[config.mk]
export PLATFORM = sky130hd
export DESIGN_NAME = semafor_directie
export DESIGN_NICKNAME = d
export VERILOG_FILES = /design/src/rtl/semafor_directie_pkg.sv /design/src/rtl/semafor_directie_divizor_tick.sv /design/src/rtl/semafor_directie.sv
export SDC_FILE = /design/constraint.sdc
export NUM_CORES = 1
export LEC_CHECK = 0
export CELL_PAD_IN_SITES_DETAIL_PLACEMENT = 1
export CELL_PAD_IN_SITES_GLOBAL_PLACEMENT = 1
export CORE_MARGIN = 3
export CORE_UTILIZATION = 35
export CTS_CLUSTER_SIZE = 12
export DETAILED_ROUTE_END_ITERATION = 10
export GPL_TIMING_DRIVEN = 0
export PLACE_DENSITY_LB_ADDON = 0.05
export SYNTH_ARGS = -nofsm -noshare
export SYNTH_HDL_FRONTEND = slang
export SYNTH_SLANG_ARGS = --single-unit
[constraint.sdc]
create_clock -name clk -period 2.2 [get_ports clk]
set_input_delay 0.44 -clock clk [delete_from_list [all_inputs] [get_ports clk]]
set_output_delay 0.44 -clock clk [all_outputs]
set_load 0.005 [all_outputs]
[src/rtl/semafor_directie_pkg.sv]
`default_nettype none
// ============================================================================
// Module   : semafor_pkg
// Brief    : Shared state encoding and lamp vectors for the direction sequencer.
// Revision : 1.0 - initial release
// ============================================================================
package semafor_pkg;

    typedef enum logic [2:0] {
        ST_IDLE    = 3'd0,
        ST_GREEN   = 3'd1,
        ST_YELLOW  = 3'd2,
        ST_ALL_RED = 3'd3,
        ST_DONE    = 3'd4,
        ST_PED     = 3'd5
    } state_t;

    // Lamp vector order is {red, yellow, green}
    localparam logic [2:0] c_lamp_red    = 3'b100;
    localparam logic [2:0] c_lamp_yellow = 3'b010;
    localparam logic [2:0] c_lamp_green  = 3'b001;

    function automatic logic is_active(input state_t s);
        return (s == ST_GREEN) || (s == ST_YELLOW) ||
               (s == ST_ALL_RED) || (s == ST_PED);
    endfunction

endpackage
`default_nettype wire

[src/rtl/semafor_directie_divizor_tick.sv]
`default_nettype none
// ============================================================================
// Module   : divizor_tick
// Brief    : Clock prescaler; one-cycle tick every FACTOR_DIVIZARE run cycles.
// Revision : 1.0 - initial release
// ============================================================================
module divizor_tick #(
    parameter int FACTOR_DIVIZARE = 10
) (
    input  logic clk,
    input  logic rst_n,
    input  logic clear,
    input  logic run,
    output logic tick
);

    generate
        if (FACTOR_DIVIZARE == 1) begin : g_div_one
            logic w_unused;
            assign w_unused = &{1'b0, clk, rst_n, clear};
            assign tick     = run;
        end else begin : g_div_cnt
            localparam int c_w = $clog2(FACTOR_DIVIZARE);
            localparam logic [c_w-1:0] c_last = c_w'(FACTOR_DIVIZARE - 1);

            logic [c_w-1:0] r_cnt;

            always_ff @(posedge clk or negedge rst_n) begin
                if (!rst_n) begin
                    r_cnt <= '0;
                end else if (clear) begin
                    r_cnt <= '0;
                end else if (run) begin
                    r_cnt <= (r_cnt == c_last) ? '0 : r_cnt + 1'b1;
                end
            end

            assign tick = run && (r_cnt == c_last);
        end
    endgenerate

endmodule
`default_nettype wire

[src/rtl/semafor_directie.sv]
`default_nettype none
// ============================================================================
// Module   : semafor_directie
// Brief    : Per-direction GREEN->YELLOW->ALL_RED sequencer with done handshake.
//            Optional pedestrian phase when SEMAFOR_PIETON_EN is defined.
// Revision : 1.0 - initial release
// ============================================================================
module semafor_directie
    import semafor_pkg::*;
#(
    parameter int FACTOR_DIVIZARE = 10,
    parameter int T_GREEN         = 5,
    parameter int T_YELLOW        = 2,
    parameter int T_ALL_RED       = 1,
`ifdef SEMAFOR_PIETON_EN
    parameter int T_PED           = 4,
`endif
    parameter int CNT_W           = 8
) (
    input  logic             clk,
    input  logic             rst_n,
    input  logic             enable,
    input  logic             clear,
`ifdef SEMAFOR_PIETON_EN
    input  logic             ped_request,
    output logic             ped_walk,
`endif
    output logic             light_red,
    output logic             light_yellow,
    output logic             light_green,
    output logic             done,
    output logic [CNT_W-1:0] time_left
);

    localparam logic [CNT_W-1:0] c_ld_green   = CNT_W'(T_GREEN - 1);
    localparam logic [CNT_W-1:0] c_ld_yellow  = CNT_W'(T_YELLOW - 1);
    localparam logic [CNT_W-1:0] c_ld_all_red = CNT_W'(T_ALL_RED - 1);
`ifdef SEMAFOR_PIETON_EN
    localparam logic [CNT_W-1:0] c_ld_ped     = CNT_W'(T_PED - 1);
`endif

    state_t           r_state;
    state_t           w_state_nxt;
    logic [CNT_W-1:0] r_cnt;
    logic [CNT_W-1:0] w_cnt_nxt;
    logic             w_active;
    logic             w_tick;
    logic             w_phase_end;
    logic [2:0]       w_lamps;
    logic             r_ped;

    assign w_active    = is_active(r_state);
    assign w_phase_end = w_tick && (r_cnt == '0);

    // Prescaler held at zero outside active phases so every sequence starts aligned
    divizor_tick #(
        .FACTOR_DIVIZARE (FACTOR_DIVIZARE)
    ) u_divizor_tick (
        .clk   (clk),
        .rst_n (rst_n),
        .clear (!w_active),
        .run   (w_active),
        .tick  (w_tick)
    );

    always_ff @(posedge clk or negedge rst_n) begin
        if (!rst_n) begin
            r_state <= ST_IDLE;
            r_cnt   <= '0;
        end else begin
            r_state <= w_state_nxt;
            r_cnt   <= w_cnt_nxt;
        end
    end

    always_comb begin
        w_state_nxt = r_state;
        w_cnt_nxt   = w_tick ? r_cnt - 1'b1 : r_cnt;
        case (r_state)
            ST_IDLE: begin
                w_cnt_nxt = '0;
                if (enable) begin
                    w_state_nxt = ST_GREEN;
                    w_cnt_nxt   = c_ld_green;
                end
            end
            ST_GREEN: begin
                if (!enable) begin
                    w_state_nxt = ST_IDLE;
                    w_cnt_nxt   = '0;
                end else if (w_phase_end) begin
                    w_state_nxt = ST_YELLOW;
                    w_cnt_nxt   = c_ld_yellow;
                end
            end
            ST_YELLOW: begin
                if (!enable) begin
                    w_state_nxt = ST_IDLE;
                    w_cnt_nxt   = '0;
                end else if (w_phase_end) begin
                    w_state_nxt = ST_ALL_RED;
                    w_cnt_nxt   = c_ld_all_red;
                end
            end
            ST_ALL_RED: begin
                if (w_phase_end) begin
                    w_state_nxt = ST_DONE;
                    w_cnt_nxt   = '0;
`ifdef SEMAFOR_PIETON_EN
                    if (r_ped) begin
                        w_state_nxt = ST_PED;
                        w_cnt_nxt   = c_ld_ped;
                    end
`endif
                end
            end
`ifdef SEMAFOR_PIETON_EN
            ST_PED: begin
                if (w_phase_end) begin
                    w_state_nxt = ST_DONE;
                    w_cnt_nxt   = '0;
                end
            end
`endif
            ST_DONE: begin
                w_cnt_nxt = '0;
                if (clear) begin
                    w_state_nxt = ST_IDLE;
                end
            end
            default: begin
                w_state_nxt = ST_IDLE;
                w_cnt_nxt   = '0;
            end
        endcase
    end

`ifdef SEMAFOR_PIETON_EN
    always_ff @(posedge clk or negedge rst_n) begin
        if (!rst_n) begin
            r_ped <= 1'b0;
        end else if ((w_state_nxt == ST_DONE) && (r_state != ST_DONE)) begin
            r_ped <= 1'b0;
        end else if (ped_request) begin
            r_ped <= 1'b1;
        end
    end

    assign ped_walk = (r_state == ST_PED);
`else
    assign r_ped = 1'b0;
`endif

    always_comb begin
        case (r_state)
            ST_GREEN:  w_lamps = c_lamp_green;
            ST_YELLOW: w_lamps = c_lamp_yellow;
            default:   w_lamps = c_lamp_red;
        endcase
    end

    assign {light_red, light_yellow, light_green} = w_lamps;
    assign done      = (r_state == ST_DONE);
    assign time_left = w_active ? r_cnt + CNT_W'(1) : '0;

endmodule
`default_nettype wire

[Word level (Yosys, flattened, before mapping)]
Cells that the tools add are included.
Operators by class
  reduce and logical (&&, ||, !) cells: 8
  add/sub/neg operators: 3
  equality and inequality tests: 11
  multiplexer cells: 19
Operators by type and width (number)
  $mux 8: 6
  $pmux 8 s4: 1
  $mux 3: 8
  $pmux 3 s5: 1
  $add 8x1->8 const B: 1
  $logic_not 8->1: 1
  $mux 4: 2
  $sub 8x1->8 const B: 1
  $eq 3x2->1 const B: 2
  $eq 3x3->1 const B: 2
  $ne 2x2->1 const B: 3
  $ne 3x3->1 const B: 2
  $pmux 3 s2: 1
  $reduce_and 5->1: 1
  $add 4x1->4 const B: 1
  $eq 4x4->1 const B: 1
  $eq 3x1->1 const B: 1
  $logic_not 3->1: 1
  $logic_or 1x1->1: 3
  $logic_and 1x1->1: 2
Storage, ports and cells
  logic and storage cells: 44
  flip-flop bits (word level): 15
  output and inout bits: 12

[Logic depth before layout (Yosys ltp)]
Gate-level depths: netlist of run 1.
  word-level depth: 9
  mapped depth: 7

[Cells and area by module]
Synthesis of run 1 repeated with hierarchy kept, for this count alone.
Unflattened totals
  cell total of the unflattened synthesis: 126
  area, all modules: 1081.0 um2
Modules (own cells, without submodules)
  semafor_directie: area an instance 839.6 um2, seq. area each 275.3 um2, times used 1, cells each 100
  divizor_tick: area an instance 241.5 um2, seq. area each 100.1 um2, times used 1, cells each 26

[Worst setup path before layout of run 1]
No wires, ideal clock.
  path type: reg2reg
  from: reg r_cnt[3]
  to: reg r_state[0]
  data arrival time: 1945 ps
  buffers on the path: 1
  setup slack: 127 ps
  stages on the path, launching flop included: 6
  setup time: 128 ps
  cells stage by stage: dfrtp_1 buf_6 or4_4 or3_4 o21ai_4 mux2_1
Between the ends
  cells in the longest elaborated chain, start to end: 4
  elaborated cells between the ends (all ways): 6
  classes of those cells: 3 x eq/ne; 3 x reduce/logical
Ends and longest elaborated chain
  start: declaration: line semafor_directie.sv:44  | logic [CNT_W-1:0] r_cnt;
  start signal: assignment: line semafor_directie.sv:72  | r_cnt <= w_cnt_nxt;
  $logic_not 8->1 *: line semafor_directie.sv:53  | assign w_phase_end = w_tick && (r_cnt == '0);
  $logic_and 1x1->1 *: line semafor_directie.sv:53
  $ne 3x3->1 (no source line) or $ne 2x2->1 (tied branches)
  $reduce_and 5->1 (no source line) *
  end signal: assignment: line semafor_directie.sv:71  | r_state <= w_state_nxt;
  end: declaration: line semafor_directie.sv:42  | state_t r_state;
Every way passes the cells marked *; elsewhere a longest branch is shown, timed or not.
A chain may end at the register's enable or synchronous reset.

[Worst setup path in the final report of run 1]
Ends and elaborated chain as after synthesis.

==> flow_summary.toml, run 1 <==
[worst_setup_path]
required_ns = 2.37
critPathLaunchType = "flip-flop"
r2r_setup_slack_ns = 0.09
critPathMaxFanout = 5
crit_arrival_ns = 2.29
critPathCaptureType = "flip-flop"
critPathKind = "reg -> reg"

[sta]
maxSlewViolCount = 0
relSlewSlack_pct = 51.2
hold_viol_final = 0
hold_slack_ns = 0.513
period_minus_slack_ns = 2.11
min_period_over_period_pct = 96.1
worst_pin_slew_ns = 0.729
finalSetupViolCount = 0
fin_skew_ns = 0.00338
layout_setup_ws_ns = 0.0865
fmax_mhz = 473
rsz0062_at_grt = "false"

[global_routing]
track_usage_pct = 16.5
met2_usage_pct = 27.0
grt_start_max_net_pins = 16
antenna_found_initial = 0
grt_pass1_wl_mm = 4.46
grt-ovfl-total = 0
grt_pass1_vias = 948
grt_util_met1_pct = 21.8
grt-busiest-layer = "met2"
grt.met3_usage_pct = 3.46

[synth]
ys_seq_area_share_pct = 36.4
ys_seq_elements = 15
synth.avg_cell_area_um2 = 8.81
synth.cell_area_mm2 = 0.00103
synthCells = 117
synth_fp_nets = 125
yosysUniqueCellTypes = 37
yosysWarningCount = 0

[cells_and_area]
nFillCells = 329
drive_above_1_share_pct = 28.3
multi_input_area_um2 = 648
nets = 154
ff_latch_area_um2 = 382
diodes = 0
area_growth_pct = 34.0

[cts]
clockRootBuffer = "clkbuf_4"
clk_latency_ns = 0.28
cts_buffers = 3
cts_tree = "yes"
cts_buffer_depth = 2
clk_pin_slew_worst_paths_ns = 0.09
htreeDepth = 1
clock-sinks = 15
ctsHoldBuffers = 0

[status]
status = "completed"

[pwr]
p_per_area_mw_per_mm2 = 465
ir_drop_uv = 297
p_leak_nw = 0.628
total_power_w = 0.000643

[detailed_routing]
ant_nets = 0
via_per_inst = 5.43
drt_iter0_markers = 22
vias = 955
drc = 0
firstDrtPassIters = 4
wl_per_cell_um = 14.8
routed_wl_mm = 2.61

[floorplan]
die_w_um = 60.3
core_area_mm2 = 0.00278
die_area_mm2 = 0.00363
rows = 19
num_io_pins = 16
die_height_um = 60.3
initial_utilization_pct = 37.1

[run]
cap_violations = 0

[min_path]
holdCritPathClass = "reg -> reg"

[place]
io_buffers = 15
place.gp.congestion = 0.788
post-place-ws_ns = -0.229
hpwlAfterDp_mm = 1.83
## synthesized netlist by cell type
master	instances	area share (%)
or4b_2	1	0.97
o21bai_1	1	0.73
mux2_2	1	1.1
buf_6	2	2.2
nand3_1	7	3.4
o2bb2ai_1	1	0.85
nor3b_1	3	2.2
or4_2	1	0.85
nor3_1	3	1.5
or3_1	2	1.2
inv_1	5	1.8
a21oi_1	9	4.4
o22ai_1	1	0.61
and2_1	1	0.61
nor2_1	13	4.7
nand4_1	2	1.2
or3_2	4	2.9
xor2_1	7	5.9
nand2b_1	1	0.61
ha_1	4	4.9
mux2_1	1	1.1
or4_4	1	1.1
and3_1	2	1.2
nand2_1	8	2.9
or2_2	2	1.2
and3b_1	1	0.85
o31ai_1	2	1.5
nand4b_1	1	0.85
xnor2_1	3	2.5
o21ai_0	4	1.9
or3_4	1	1.1
and3_2	1	0.73
dfrtp_1	15	36
clkbuf_1	2	0.73
o21ai_4	1	1.6
buf_2	2	0.97
nand3b_1	1	0.73
## per-stage QoR
step                      cell area, um2  std cells  TNS, ns  utilization, %
after floorplan                     1030        117        0               -
after global placement              1220        163    -1.57            43.9
after detailed placement            1220        163    -1.57            43.9
after CTS                           1350        173        0            48.4
after global routing                1380        176        0            49.7
final                               1380        176        0            49.7
## flip-flops by register name (all words and copies together) (netlist names)
name and cells:
r_cnt 8, r_state 3, u_divizor_tick.g_div_cnt.r_cnt 4
## layout make-up
| class | instances | share of cell area (%) |
|---|---|---|
| multi-input combinational | 91 | 46.9 |
| sequential | 15 | 27.6 |
| timing repair buffer | 27 | 17.4 |
| tap | 31 | 2.81 |
| buffer | 3 | 1.99 |
| clock buffer | 4 | 1.90 |
| inverter | 5 | 1.36 |
## path summary, 6_finish.rpt
kind	cells after the start	to	from
max in group asynchronous	1	r_cnt[0]	rst_n
setup reg to reg	5	r_state[0]	r_cnt[3]
min in group asynchronous	1	r_cnt[2]	rst_n
hold / removal	1	u_divizor_tick.g_div_cnt.r_cnt[0]	u_divizor_tick.g_div_cnt.r_cnt[0]
hold reg to reg	1	u_divizor_tick.g_div_cnt.r_cnt[0]	u_divizor_tick.g_div_cnt.r_cnt[0]
setup / recovery	5	r_state[0]	r_cnt[3]
## layer usage
| layer | wire [um] | vias to the layer above |
|---|---|---|
| met4 | 14 | 0 |
| met1 | 1170 | 473 |
| met2 | 1330 | 16 |
| li1 | - | 464 |
| met5 | 0 | - |
| met3 | 93 | 2 |
## worst max-delay path, stage by stage, from the launching register on
cell and delay (ns):
dfrtp_1 0.38, buf_6 0.12, or4_4 0.56, or3_4 0.42, o21ai_4 0.18, mux2_1 0.33
## power breakdown
part | switching, W | internal, W
sequential | 0.0000154 | 0.000290
combinational | 0.0000842 | 0.0000913
clock | 0.0000913 | 0.0000704
## kinds of logic (layout without fill, tap and decap cells)
group / count (synthesis) / count (layout) / share of synthesized area (%)
AOI/OAI and AO/OA: 19 / 19 / 11.5
xor gates and xnor gates: 10 / 10 / 8.50
adders and majority gates: 4 / 4 / 4.85
buffers and inverters: 11 / 39 / 5.70
DFF: 15 / 15 / 36.4
muxes: 2 / 2 / 2.18
and+or+nand+nor: 56 / 56 / 30.8
## placed cells by master, fill, tap and decap left out, types with 3 or more instances in the layout
cell type         n
xor2_1            7
dlygate4sd2_1     4
nor2_1           12
xnor2_1           3
nor3_1            3
or3_2             4
clkbuf_4          3
inv_1             5
buf_4            12
nand3_1           7
dfrtp_2           5
ha_1              3
clkdlybuf4s50_1   9
a21oi_1           9
o21ai_0           4
nand2_1           6
dfrtp_1          10
## what timing repair did
item / 4_1_cts / 5_1_grt
pin swaps: 2 / 0
gates cloned: 0 / 0
setup buffers: 9 / 3
resized for setup: 18 / 4
setup endpoints to repair: 10 / 5
Note: power is estimated with default switching activity, not from simulation.
==> run 2, diff against run 1 <==
--- a/config.mk
+++ b/config.mk
@@ -8,7 +8,7 @@
 export CELL_PAD_IN_SITES_DETAIL_PLACEMENT = 1
 export CELL_PAD_IN_SITES_GLOBAL_PLACEMENT = 1
 export CORE_MARGIN = 3
-export CORE_UTILIZATION = 35
+export CORE_UTILIZATION = 30
 export CTS_CLUSTER_SIZE = 12
 export DETAILED_ROUTE_END_ITERATION = 10
 export GPL_TIMING_DRIVEN = 0
==> flow_summary.toml, run 2 (synthesis results as in run 1) <==
[status]
status = "completed"

[sta]
rsz0062_at_grt = "true"
finalSetupViolCount = 0
fin_tns_setup_ns = 0
hold_viol_final = 0
fmax_mhz = 473
hold_slack_ns = 0.527
worst_pin_slew_ns = 0.743
min_period_over_period_pct = 96.1
layout_setup_ws_ns = 0.0855
period_minus_slack_ns = 2.11
maxSlewViolCount = 0
relSlewSlack_pct = 50.3
fin_skew_ns = 0.00466

[global_routing]
grt_start_max_net_pins = 16
grt-ovfl-total = 0
grt_pass1_wl_mm = 4.40
track_usage_pct = 13.6
grt_pass1_vias = 907
antenna_found_initial = 0

[place]
io_buffers = 15
place.gp.congestion = 0.769
hpwlAfterDp_mm = 1.83
post-place-ws_ns = -0.312
dp_cells = 176

[worst_setup_path]
cp_slowest_cell = "clkdlybuf4s50_1"
regToRegStartpoint = "r_cnt[3]"
critPathKind = "reg -> out"
critPathLaunchType = "flip-flop"
critPathCaptureType = "primary output"
required_ns = 1.76
critPathMaxFanout = 11
cp-startpoint = "r_state[2]"
worstPathCellList = "nand2_2 -> nand2_8 -> nor2_1 -> clkdlybuf4s50_1"
rr_worst_depth = 5
crit_arrival_ns = 1.67
cpPeakStageDelay_ns = 0.50

[pwr]
ir_drop_uv = 196
p_per_area_mw_per_mm2 = 471
p_leak_nw = 0.579
total_power_w = 0.000639

[cells_and_area]
multi_input_area_um2 = 651
drive_above_1_share_pct = 25.2
layout_common_cells = "nor2_1, dfrtp_1, clkdlybuf4s50_1"
nets = 148
largest-register = "r_cnt"
final_common_cell = "nor2_1"
final_cells = 183
diodes = 0
ff_latch_area_um2 = 380
largestRegisters = "r_cnt (8), u_divizor_tick.g_div_cnt.r_cnt (4), r_state (3)"
largest_register_ffs = 8
nFillCells = 392
area_growth_pct = 31.4

[floorplan]
core_area_mm2 = 0.00315
die_area_mm2 = 0.00418
num_io_pins = 16
initial_utilization_pct = 32.7
die_w_um = 64.6
die_height_um = 64.6
rows = 20

[min_path]
holdPathStages = 1
holdCritPathClass = "reg -> reg"
min_from = "u_divizor_tick.g_div_cnt.r_cnt[0]"

[detailed_routing]
routed_wl_mm = 2.59
drt_iter0_markers = 28
wl_per_cell_um = 14.1
ant_nets = 0
firstDrtPassIters = 2
vias = 914
via_per_inst = 4.99
drc = 0

[cts]
clock-sinks = 15
cts_buffers = 3
ctsHoldBuffers = 0
clockRootBuffer = "clkbuf_4"
cts_buffer_depth = 2
cts_tree = "yes"
htreeDepth = 1
clk_pin_slew_worst_paths_ns = 0.10
clk_latency_ns = 0.29

[run]
cap_violations = 0
[run 2: final cells by class]
cell class / instances / area share [%]
Buffer: 4 / 2.59
Clock buffer: 4 / 1.94
Inverter: 5 / 1.39
Multi-Input combinational cell: 91 / 48.0
Sequential cell: 15 / 28.1
Tap cell: 44 / 4.06
Timing Repair Buffer: 20 / 13.9
[run 2: per-layer routing]
metal | global-route usage [%] | routed length [um]
met5 | 0 | 0
met4 | 5.54 | 48
met3 | 2.43 | 77
met1 | 17.9 | 1250
met2 | 21.8 | 1220
[run 2: repair_timing]
item                                    CTS  global route
endpoints found under the setup margin   10             8
buffers inserted                          4             1
resized for setup                        13             8
pin swaps                                 2             1
[run 2: final timing paths]
path / end / slack, ns
min in group asynchronous: r_state[2] / 0.59
max: time_left[3] / 0.09
min: u_divizor_tick.g_div_cnt.r_cnt[0] / 0.53
max reg2reg: r_state[0] / 0.09
min reg2reg: u_divizor_tick.g_div_cnt.r_cnt[0] / 0.53
max in group asynchronous: r_cnt[1] / 1.10
[run 2: per-stage QoR]
step | util (%) | area, um2
after detailed placement | 39.2 | 1240
after CTS | 41.6 | 1310
after global placement | 39.2 | 1240
after global routing | 43.0 | 1360
after floorplan | - | 1030
final | 43.0 | 1360
[run 2: report_power, final]
group          internal (W)  switching, W
clock network     0.0000704     0.0000948
registers          0.000289    0.00000982
logic             0.0000891     0.0000854
total              0.000449      0.000190
[run 2: worst max-delay path, delay by kind of cell, from the launching register on]
family,cells,cell delay [ns]
buffers and inverters,1,0.50
and+or+nand+nor,3,0.42
DFF,1,0.47
==> run 3, diff against run 2 <==
--- a/config.mk
+++ b/config.mk
@@ -12,6 +12,7 @@
 export CTS_CLUSTER_SIZE = 12
 export DETAILED_ROUTE_END_ITERATION = 10
 export GPL_TIMING_DRIVEN = 0
+export HOLD_SLACK_MARGIN = 0.15
 export PLACE_DENSITY_LB_ADDON = 0.05
 export SYNTH_ARGS = -nofsm -noshare
 export SYNTH_HDL_FRONTEND = slang
==> results of run 3 <==
Final layout, timing and power as in run 2 (identical DEF).
